--- src/rtl/memory_dump_reader.sv ---
// Memory dump reader: walks the data memory from address 0 to MEMORY_DEPTH-1,
// reads each byte through the debug read port and offers it to a transmitter
// over a valid/ready handshake. One READ, one WAIT (memory latency) and at least
// one SEND cycle per byte; a one-cycle done pulse closes the dump.
module memory_dump_reader #(
  parameter int unsigned MEMORY_WIDTH = 8,
  parameter int unsigned MEMORY_DEPTH = 128,
  parameter int unsigned NB_ADDR      = 7
) (
  input  logic                    i_clock,
  input  logic                    i_reset,
  input  logic                    i_start,
  output logic                    o_mem_enable,
  output logic                    o_mem_read_enable,
  output logic [NB_ADDR-1:0]      o_mem_read_address,
  input  logic [MEMORY_WIDTH-1:0] i_mem_byte_data,
  output logic [MEMORY_WIDTH-1:0] o_tx_data,
  output logic                    o_tx_valid,
  input  logic                    i_tx_ready,
  output logic                    o_busy,
  output logic                    o_done
);

  typedef enum logic [2:0] {
    StIdle,
    StRead,
    StWait,
    StSend,
    StDone
  } state_e;

  localparam logic [NB_ADDR-1:0] LastAddr = NB_ADDR'(MEMORY_DEPTH - 1);
  localparam logic [NB_ADDR-1:0] AddrOne  = NB_ADDR'(1);

  state_e                  state_q;
  logic [NB_ADDR-1:0]      addr_q;
  logic [MEMORY_WIDTH-1:0] tx_data_q;
  logic                    mem_en_q;
  logic                    tx_valid_q;
  logic                    busy_q;
  logic                    done_q;

  // FSM with registered outputs: each output flop is set on the edge that enters
  // the state in which it must be high, so outputs line up with the state register.
  always_ff @(posedge i_clock or posedge i_reset) begin
    if (i_reset) begin
      state_q    <= StIdle;
      addr_q     <= '0;
      tx_data_q  <= '0;
      mem_en_q   <= 1'b0;
      tx_valid_q <= 1'b0;
      busy_q     <= 1'b0;
      done_q     <= 1'b0;
    end else begin
      // Single-cycle strobes default low.
      mem_en_q <= 1'b0;
      done_q   <= 1'b0;
      case (state_q)
        StIdle: begin
          if (i_start) begin
            addr_q   <= '0;
            state_q  <= StRead;
            mem_en_q <= 1'b1;
            busy_q   <= 1'b1;
          end
        end
        StRead: begin
          // Memory registers the byte on this edge; it is visible during WAIT.
          state_q <= StWait;
        end
        StWait: begin
          tx_data_q  <= i_mem_byte_data;
          tx_valid_q <= 1'b1;
          state_q    <= StSend;
        end
        StSend: begin
          // tx_data_q is untouched here, so the byte holds under backpressure.
          if (i_tx_ready) begin
            tx_valid_q <= 1'b0;
            if (addr_q == LastAddr) begin
              state_q <= StDone;
              done_q  <= 1'b1;
            end else begin
              addr_q   <= addr_q + AddrOne;
              state_q  <= StRead;
              mem_en_q <= 1'b1;
            end
          end
        end
        StDone: begin
          addr_q  <= '0;
          busy_q  <= 1'b0;
          state_q <= StIdle;
        end
        default: begin
          state_q    <= StIdle;
          addr_q     <= '0;
          tx_valid_q <= 1'b0;
          busy_q     <= 1'b0;
        end
      endcase
    end
  end

  // Both memory enables are asserted together for the single READ cycle.
  always_comb begin
    o_mem_enable       = mem_en_q;
    o_mem_read_enable  = mem_en_q;
    o_mem_read_address = addr_q;
    o_tx_data          = tx_data_q;
    o_tx_valid         = tx_valid_q;
    o_busy             = busy_q;
    o_done             = done_q;
  end

endmodule

--- config.mk ---
export PLATFORM = sky130hd
export DESIGN_NAME = memory_dump_reader
export DESIGN_NICKNAME = d
export VERILOG_FILES = /design/src/rtl/memory_dump_reader.sv
export SDC_FILE = /design/constraint.sdc
export NUM_CORES = 1
export LEC_CHECK = 0
export ABC_AREA = 1
export BUFFER_PORTS_ARGS = -buffer_cell sky130_fd_sc_hd__buf_2
export CORE_ASPECT_RATIO = 1.5
export CORE_MARGIN = 2
export CORE_UTILIZATION = 52
export CTS_BUF_LIST = sky130_fd_sc_hd__clkbuf_4 sky130_fd_sc_hd__clkbuf_8
export DETAILED_ROUTE_END_ITERATION = 6
export GPL_ROUTABILITY_DRIVEN = 0
export PLACE_DENSITY = 0.79
export RECOVER_POWER = 50
export SYNTH_ARGS = -nofsm -noshare
export SYNTH_HDL_FRONTEND = slang
export SYNTH_SLANG_ARGS = --single-unit
--- constraint.sdc ---
create_clock -name i_clock -period 1.63 [get_ports i_clock]
set_input_delay 0.0815 -clock i_clock [delete_from_list [all_inputs] [get_ports i_clock]]
set_output_delay 0.0815 -clock i_clock [all_outputs]
set_load 0.01 [all_outputs]
# ---- After elaboration in Yosys (flattened, before gate mapping)
# Cells that the tools add are included.
# Widths: inputs -> output; s select.
dict set report totals {
  register_bits 22
  output_inout_bits 20
}
dict set report classes {
  n_addsub 1
  eq_ne 8
  n_mux 19
  bitwise 3
  reduce_logical 8
}
# operator n
set op_table {}
lappend op_table {{$mux 7} 3}
lappend op_table {{$pmux 7 s3} 1}
lappend op_table {{$pmux 3 s4} 1}
lappend op_table {{$mux 3} 3}
lappend op_table {{$mux 1} 8}
lappend op_table {{$add 7x1->7 const B} 1}
lappend op_table {{$eq 7x7->1 const B} 1}
lappend op_table {{$eq 3x2->1 const B} 2}
lappend op_table {{$ne 2x2->1 const B} 3}
lappend op_table {{$reduce_and 2->1} 3}
lappend op_table {{$reduce_or 3->1} 2}
lappend op_table {{$pmux 1 s2} 2}
lappend op_table {{$reduce_and 4->1} 1}
lappend op_table {{$eq 3x1->1 const B} 1}
lappend op_table {{$eq 3x3->1 const B} 1}
lappend op_table {{$logic_not 3->1} 1}
lappend op_table {{$not 1->1} 3}
lappend op_table {{$pmux 1 s3} 1}
lappend op_table {{$reduce_or 2->1} 1}

# ---- Longest topological paths before layout
# Gate-level depths: netlist (run 1).
dict set report logic_depth {
  depth_word 4
  ltp_mapped 8
  mapped_depth_nobuf 8
}

# ---- Worst setup path before layout (run 1)
# OpenSTA, ideal clock, no wires.
dict set report synth_timing {
  path_kind {reg-to-reg}
  startpoint {register addr_q[0] (netlist: o_mem_read_address[0])}
  endpoint {register addr_q[6] (netlist: o_mem_read_address[6])}
  arrival_time_ps 1192
  required_time_ps 1514
  path_slack_ps 322
  path_stages_with_launch 9
  path_buffers 0
  period_less_slack_ps 1308
  cell_sequence {dfrtp_1 > ha_1 > nand2_1 > nor2_1 > nand3_2 > nand2_1 > nor2_2 > nand2_1 > nand2_1}
}
dict set report synth_via {
  elab_chain_len 4
  elab_cells_between_ends 7
  cone_classes {add/sub (1); eq/ne (2); mux (3); reduce/logical (1)}
}
# element line
set synth_rtl {}
lappend synth_rtl {{from (decl)} 36} ;# logic [NB_ADDR-1:0] addr_q;
lappend synth_rtl {{from (signal assigned)} 84} ;# addr_q <= addr_q + AddrOne;
lappend synth_rtl {{$add 7x1->7} 84}
lappend synth_rtl {{$mux 7} 80} ;# if (addr_q == LastAddr) begin
lappend synth_rtl {{$mux 7} 78} ;# if (i_tx_ready) begin
lappend synth_rtl {{$pmux 7 s3} 58} ;# case (state_q)
# Parallel ways exist; a longest one is shown, timed or not. The select of a mux whose other input is x is not followed.
# A chain may end at the register's enable or synchronous reset.

# ---- Worst setup path in the final report (run 1)
dict set report layout_timing {
  startpoint {register addr_q[0] (netlist: o_mem_read_address[0])}
  endpoint {register addr_q[2] (netlist: o_mem_read_address[2])}
}
# Same word-level chain as after synthesis.

==> results of run 1 <==
## tightest hold or removal path, cell delays in order
cell and delay, ps:
buf_2 100, nand3_1 100, nand2_1 60
## area by class of cell
| cell class | instances | area [um2] | area share, % |
|---|---|---|---|
| clock buffers | 4 | 36.28 | 2.673 |
| multi-input cells | 80 | 462.9 | 34.10 |
| inverters | 11 | 41.29 | 3.041 |
| well taps | 22 | 27.53 | 2.028 |
| flip-flops and latches | 22 | 550.5 | 40.55 |
| repair buffers | 41 | 239.0 | 17.60 |
## layer usage
metal	vias up	track usage [%]
met5	-	0
li1	444	-
met1	421	25.82
met2	29	36.16
met3	9	3.759
met4	0	12.38
## flip-flops by register name (all words and copies together) (netlist names)
register / flops
o_busy: 1
o_done: 1
o_mem_enable: 1
o_mem_read_address: 7
o_tx_data: 8
o_tx_valid: 1
state_q: 3
## logic make-up (layout without fill, tap and decap cells)
logic type      Yosys count  after routing  share of synthesized area, %
simple gates             64             64                         30.27
xor+xnor                  1              1                        0.8247
compound gates            6              6                         2.826
buf+inv                  12             56                         4.593
flops                    22             22                         51.83
mux                       8              8                         8.481
fa+ha+maj                 1              1                         1.178
## cell usage in the layout, fill, tap and decap left out, drive strengths merged
cell type,n
a21oi,1
buf,22
clkbuf,14
clkinv,1
dfrtp,22
dlygate4sd3,9
ha,1
inv,10
mux2,8
nand2,41
nand3,8
nor2,14
nor3b,1
o21ai,5
xnor2,1
## path summary, 6_finish.rpt
| kind | endpoint | slack, ps | from |
|---|---|---|---|
| worst max-delay path | o_mem_read_address[2] | 210 | o_mem_read_address[0] |
| max in group asynchronous | o_busy | 870 | i_reset |
| worst min register to register | o_tx_valid | 510 | o_tx_valid |
| worst min-delay path | o_busy | 60 | i_start |
| worst max register to register | o_mem_read_address[2] | 210 | o_mem_read_address[0] |
| min in group asynchronous | o_tx_data[5] | 400 | i_reset |
## power by group through the flow
stage / clock network (mW) / logic (mW) / registers (mW)
2_1_floorplan: 0 / 0.606 / 0.922
3_3_place_gp: 0 / 0.926 / 0.851
3_5_place_dp: 0 / 0.955 / 0.862
4_1_cts: 0.314 / 0.974 / 0.853
5_1_grt: 0.332 / 1.05 / 0.880
6_report: 0.306 / 0.932 / 0.851
## per-stage QoR
stage / std cells / hold WS [ps] / util [%]
final: 180 / 57.11 / 68.67
after global routing: 180 / 67.05 / 68.67
after detailed placement: 167 / 131.0 / 62.97
after CTS: 180 / 56.35 / 69.37
after global placement: 167 / 125.9 / 62.97
after floorplan: 114 / 70.73 / -
## repair_timing
item                                   CTS  global route
hold buffers                             9             0
endpoints found under the hold margin   30             0
setup endpoints to repair                0             0
==> impl_metrics.toml, run 1 <==
[outcome]
status = "finished clean"

[detailed_routing]
wl_met1_um = 785
num_vias = 903
wl_met2_um = 1158
wl_um = 2134
dr_wl_met3_um = 109
avgViaCountPerCell = 5.017
antenna_left = 0
drt-initial-drc-count = 12
routed.top_layer = "met4"
firstDrtPassIters = 3
wl_per_cell_um = 11.86
drc = 0

[power_and_ir_drop]
clkPwrFrac_pct = 14.6
internal-power_mw = 1.252
combPwrFrac_pct = 44.6
pwr-share-seq_pct = 40.7
power_leakage_nw = 0.6909
finalPower_mw = 2.088
p_switching_mw = 0.8360
p_sw_share_pct = 40.03
p_per_area_nw_per_um2 = 1538
vdd_drop_max_uv = 958.7

[timing]
fin_crit_sh_pct = 86.82
period_minus_slack_ps = 1415
fin_skew_ps = 8.995
layout_setup_ws_ps = 214.8
max_slew_margin_pct = 64.69
setup_viol = 0
hold_violations = 0
worst_pin_slew_ps = 529.6
maxSlewViolCount = 0
rsz0062_at_grt = "false"
fmax_ghz = 0.7066
setup-tns-final_ps = 0

[yosys]
synth_top_area_share_pct = 51.83
synth_commonest_cells = "nand2_1 (35), dfrtp_1 (22), nor2_1 (10), inv_1 (9), mux2_2 (8)"
synth.distinct_cells = 20
synth-edff-count = 0
synth.area.top_cells = "dfrtp_1 (52%), nand2_1 (12%), mux2_2 (8.5%), nand2_4 (4.2%), nor2_1 (3.5%)"
syn_area_um2 = 1062
ys_ff_latch = 22
synth_ff_type = "dfrtp_1"
synth.most_common_cell = "nand2_1"
synthCells = 114
ys_seq_area_share_pct = 51.83
yosysTopAreaCell = "dfrtp_1"
synthArstFlopShare_pct = 100.0
synth-warning-count = 0
synth_nets = 127
synth.avg_cell_area_um2 = 9.318

[clock_tree]
clock_latency_ps = 320
tritoncts = "yes"
postCtsSetupBuffers = 0
clk_root_buffer_cell = "clkbuf_4"
h-tree-depth = 1
clkTransAtPathRegs_ps = 120
clock-sinks = 22
cts_buffers = 3
ctsLongestPathBuffers = 2
ctsResizeCount = 0

[floorplan]
ios = 32
chipWidth_um = 40.91
num_rows = 20
initial_utilization_pct = 53.73
die_h_um = 59.36
design.core.area_um2 = 1977
die-area_um2 = 2428

[placed_design]
post-place-ws_ps = 230.1
hpwl_um = 1630
dpl_cell_area_um2 = 1245
io_buffers = 31

[global_route]
grt_pass1_vias = 891
grt_start_max_net_pins = 23
grt_usage_pct = 22.14
grt_overflow = 0
grt_pass1_wl_um = 3670
antenna_found_initial = 0

[worst_setup_path]
cp.depth = 8
crit_top_cell = "nand2_1"
crit_path_end_kind = "flip-flop"
worst-path-buf-inv = 0
crit_chain = "ha_1, nand2_1, nor2_1, nand3_2, nand2_1, nor2_2, nand2_1, nand2_1"
path_delay_family = "simple AND/OR/NAND/NOR gates"
crit_type = "reg2reg"
cp_max_fo = 5
rr_worst_depth = 8
slowest_stage = "dfrtp_1"
arrival_ps = 1640
start_kind = "flip-flop"
critical-path-max-stage-delay_ps = 430
required_ps = 1860

[min_path]
hold_path.class = "in2reg"
hold-path-cell-count = 3

[layout]
design_area_um2 = 1358
fill_cells = 159
layout.nets = 172
drive_gt1_share_pct = 30.38
antenna_cells = 0
syn_to_final_growth_pct = 27.80

[job]
drv_cap = 0
Power figures use the tool's default switching activity.
==> run 2: changes to the inputs <==
RECOVER_POWER = unset   (was 50)
TNS_END_PERCENT = 100   (was unset)
==> impl_metrics.toml, run 2 (synthesized netlist as in run 1, its figures left out) <==
[outcome]
status = "finished clean"

[global_route]
grt_usage_pct = 22.14
grt_start_max_net_pins = 23
met1_usage_pct = 25.82
grt_pass1_vias = 891
met2_usage_pct = 36.16
busiest_layer = "met2"
grt_overflow = 0
antenna_found_initial = 0
met3_usage_pct = 3.759
grt_pass1_wl_um = 3670

[detailed_routing]
antenna_left = 0
drc = 0
drt-initial-drc-count = 10
wl_um = 2137
firstDrtPassIters = 4
wl_per_cell_um = 11.87
num_vias = 905
avgViaCountPerCell = 5.028

[floorplan]
die-area_um2 = 2428
design.core.area_um2 = 1977
initial_utilization_pct = 53.73
die_h_um = 59.36
num_rows = 20
chipWidth_um = 40.91
ios = 32

[timing]
period_minus_slack_ps = 1415
setup-tns-final_ps = 0
maxSlewViolCount = 0
fmax_ghz = 0.7066
whs_ps = 53.10
max_slew_margin_pct = 81.69
worst_pin_slew_ps = 274.7
rsz0062_at_grt = "false"
setup_viol = 0
fin_crit_sh_pct = 86.82
fin_skew_ps = 6.277
hold_violations = 0
layout_setup_ws_ps = 214.8

[placed_design]
hpwl_um = 1630
io_buffers = 31
post-place-ws_ps = 230.1
dpl_cell_area_um2 = 1245
dpl.cell_count = 167

[worst_setup_path]
slowest_stage = "dfrtp_1"
critical-path-max-stage-delay_ps = 430
rr_worst_depth = 8
crit_path_end_kind = "flip-flop"
required_ps = 1860
crit_chain = "ha_1, nand2_1, nor2_1, nand3_2, nand2_1, nor2_2, nand2_1, nand2_1"
r2r_end = "o_mem_read_address[2]"
arrival_ps = 1640
cp_max_fo = 5
r2r-start = "o_mem_read_address[0]"
start_kind = "flip-flop"
crit_top_cell = "nand2_1"
crit_path_end = "o_mem_read_address[2]"
crit_type = "reg2reg"
startpoint = "o_mem_read_address[0]"
reg2reg_slack_ps = 210

[job]
drv_cap = 0

[clock_tree]
clock_latency_ps = 320
clk_root_buffer_cell = "clkbuf_4"
ctsLongestPathBuffers = 2
h-tree-depth = 1
postCtsSetupBuffers = 0
tritoncts = "yes"
clock-sinks = 22
clkTransAtPathRegs_ps = 120
cts_buffers = 3

[power_and_ir_drop]
p_per_area_nw_per_um2 = 1538
vdd_drop_max_uv = 957.3
finalPower_mw = 2.109
power_leakage_nw = 0.7173

[layout]
layout.cells.most_common = "nand2_1"
layout.nets = 172
largest_register_ffs = 8
instances_no_fill = 180
fill_cells = 150
final_core_utilization_pct = 69.37
antenna_cells = 0
drive_gt1_share_pct = 36.08
design_area_um2 = 1371
final_cell_mix = "nand2_1 (35), buf_2 (31), dfrtp_1 (22)"
syn_to_final_growth_pct = 29.09

[min_path]
hold_path.class = "in2reg"
hold-path-cell-count = 3
-- run 2: worst min path at each step --
stage	from	to	slack (ps)
after floorplan	i_reset	o_busy	70
after global placement	i_reset	o_tx_data[7]	130
after detailed placement	i_reset	o_mem_read_address[1]	130
after CTS	i_start	o_busy	60
after global routing	i_start	o_busy	70
final	i_start	o_busy	50
-- run 2: final cells by class --
class                           count  area [um2]  area share (%)
Sequential cell                    22       550.5           40.15
Multi-Input combinational cell     80       462.9           33.76
Timing Repair Buffer               41       252.7           18.43
Inverter                           11       41.29           3.011
Clock buffer                        4       36.28           2.646
Tap cell                           22       27.53           2.007
-- run 2: routing by layer --
metal	vias to the layer above	wire [um]
met5	-	0
met4	0	81
met3	9	121
met2	31	1153
met1	421	780
li1	444	-
-- run 2: what timing repair did --
| action | 4_1_cts | 5_1_grt |
|---|---|---|
| gates resized for setup | 0 | 0 |
| endpoints found under the setup margin | 0 | 0 |
| hold buffers | 9 | 0 |
| hold endpoints to repair | 30 | 0 |
-- run 2: power breakdown --
group | switching, mW | internal (mW)
logic | 0.539 | 0.418
registers | 0.126 | 0.722
clock network | 0.168 | 0.137
-- run 2: worst max-delay path, delay by kind of cell, from the launching register on --
kind / cells / cell delay (ps)
AND/OR/NAND/NOR: 7 / 680
flip-flops: 1 / 430
adder cells (fa/ha/maj): 1 / 210
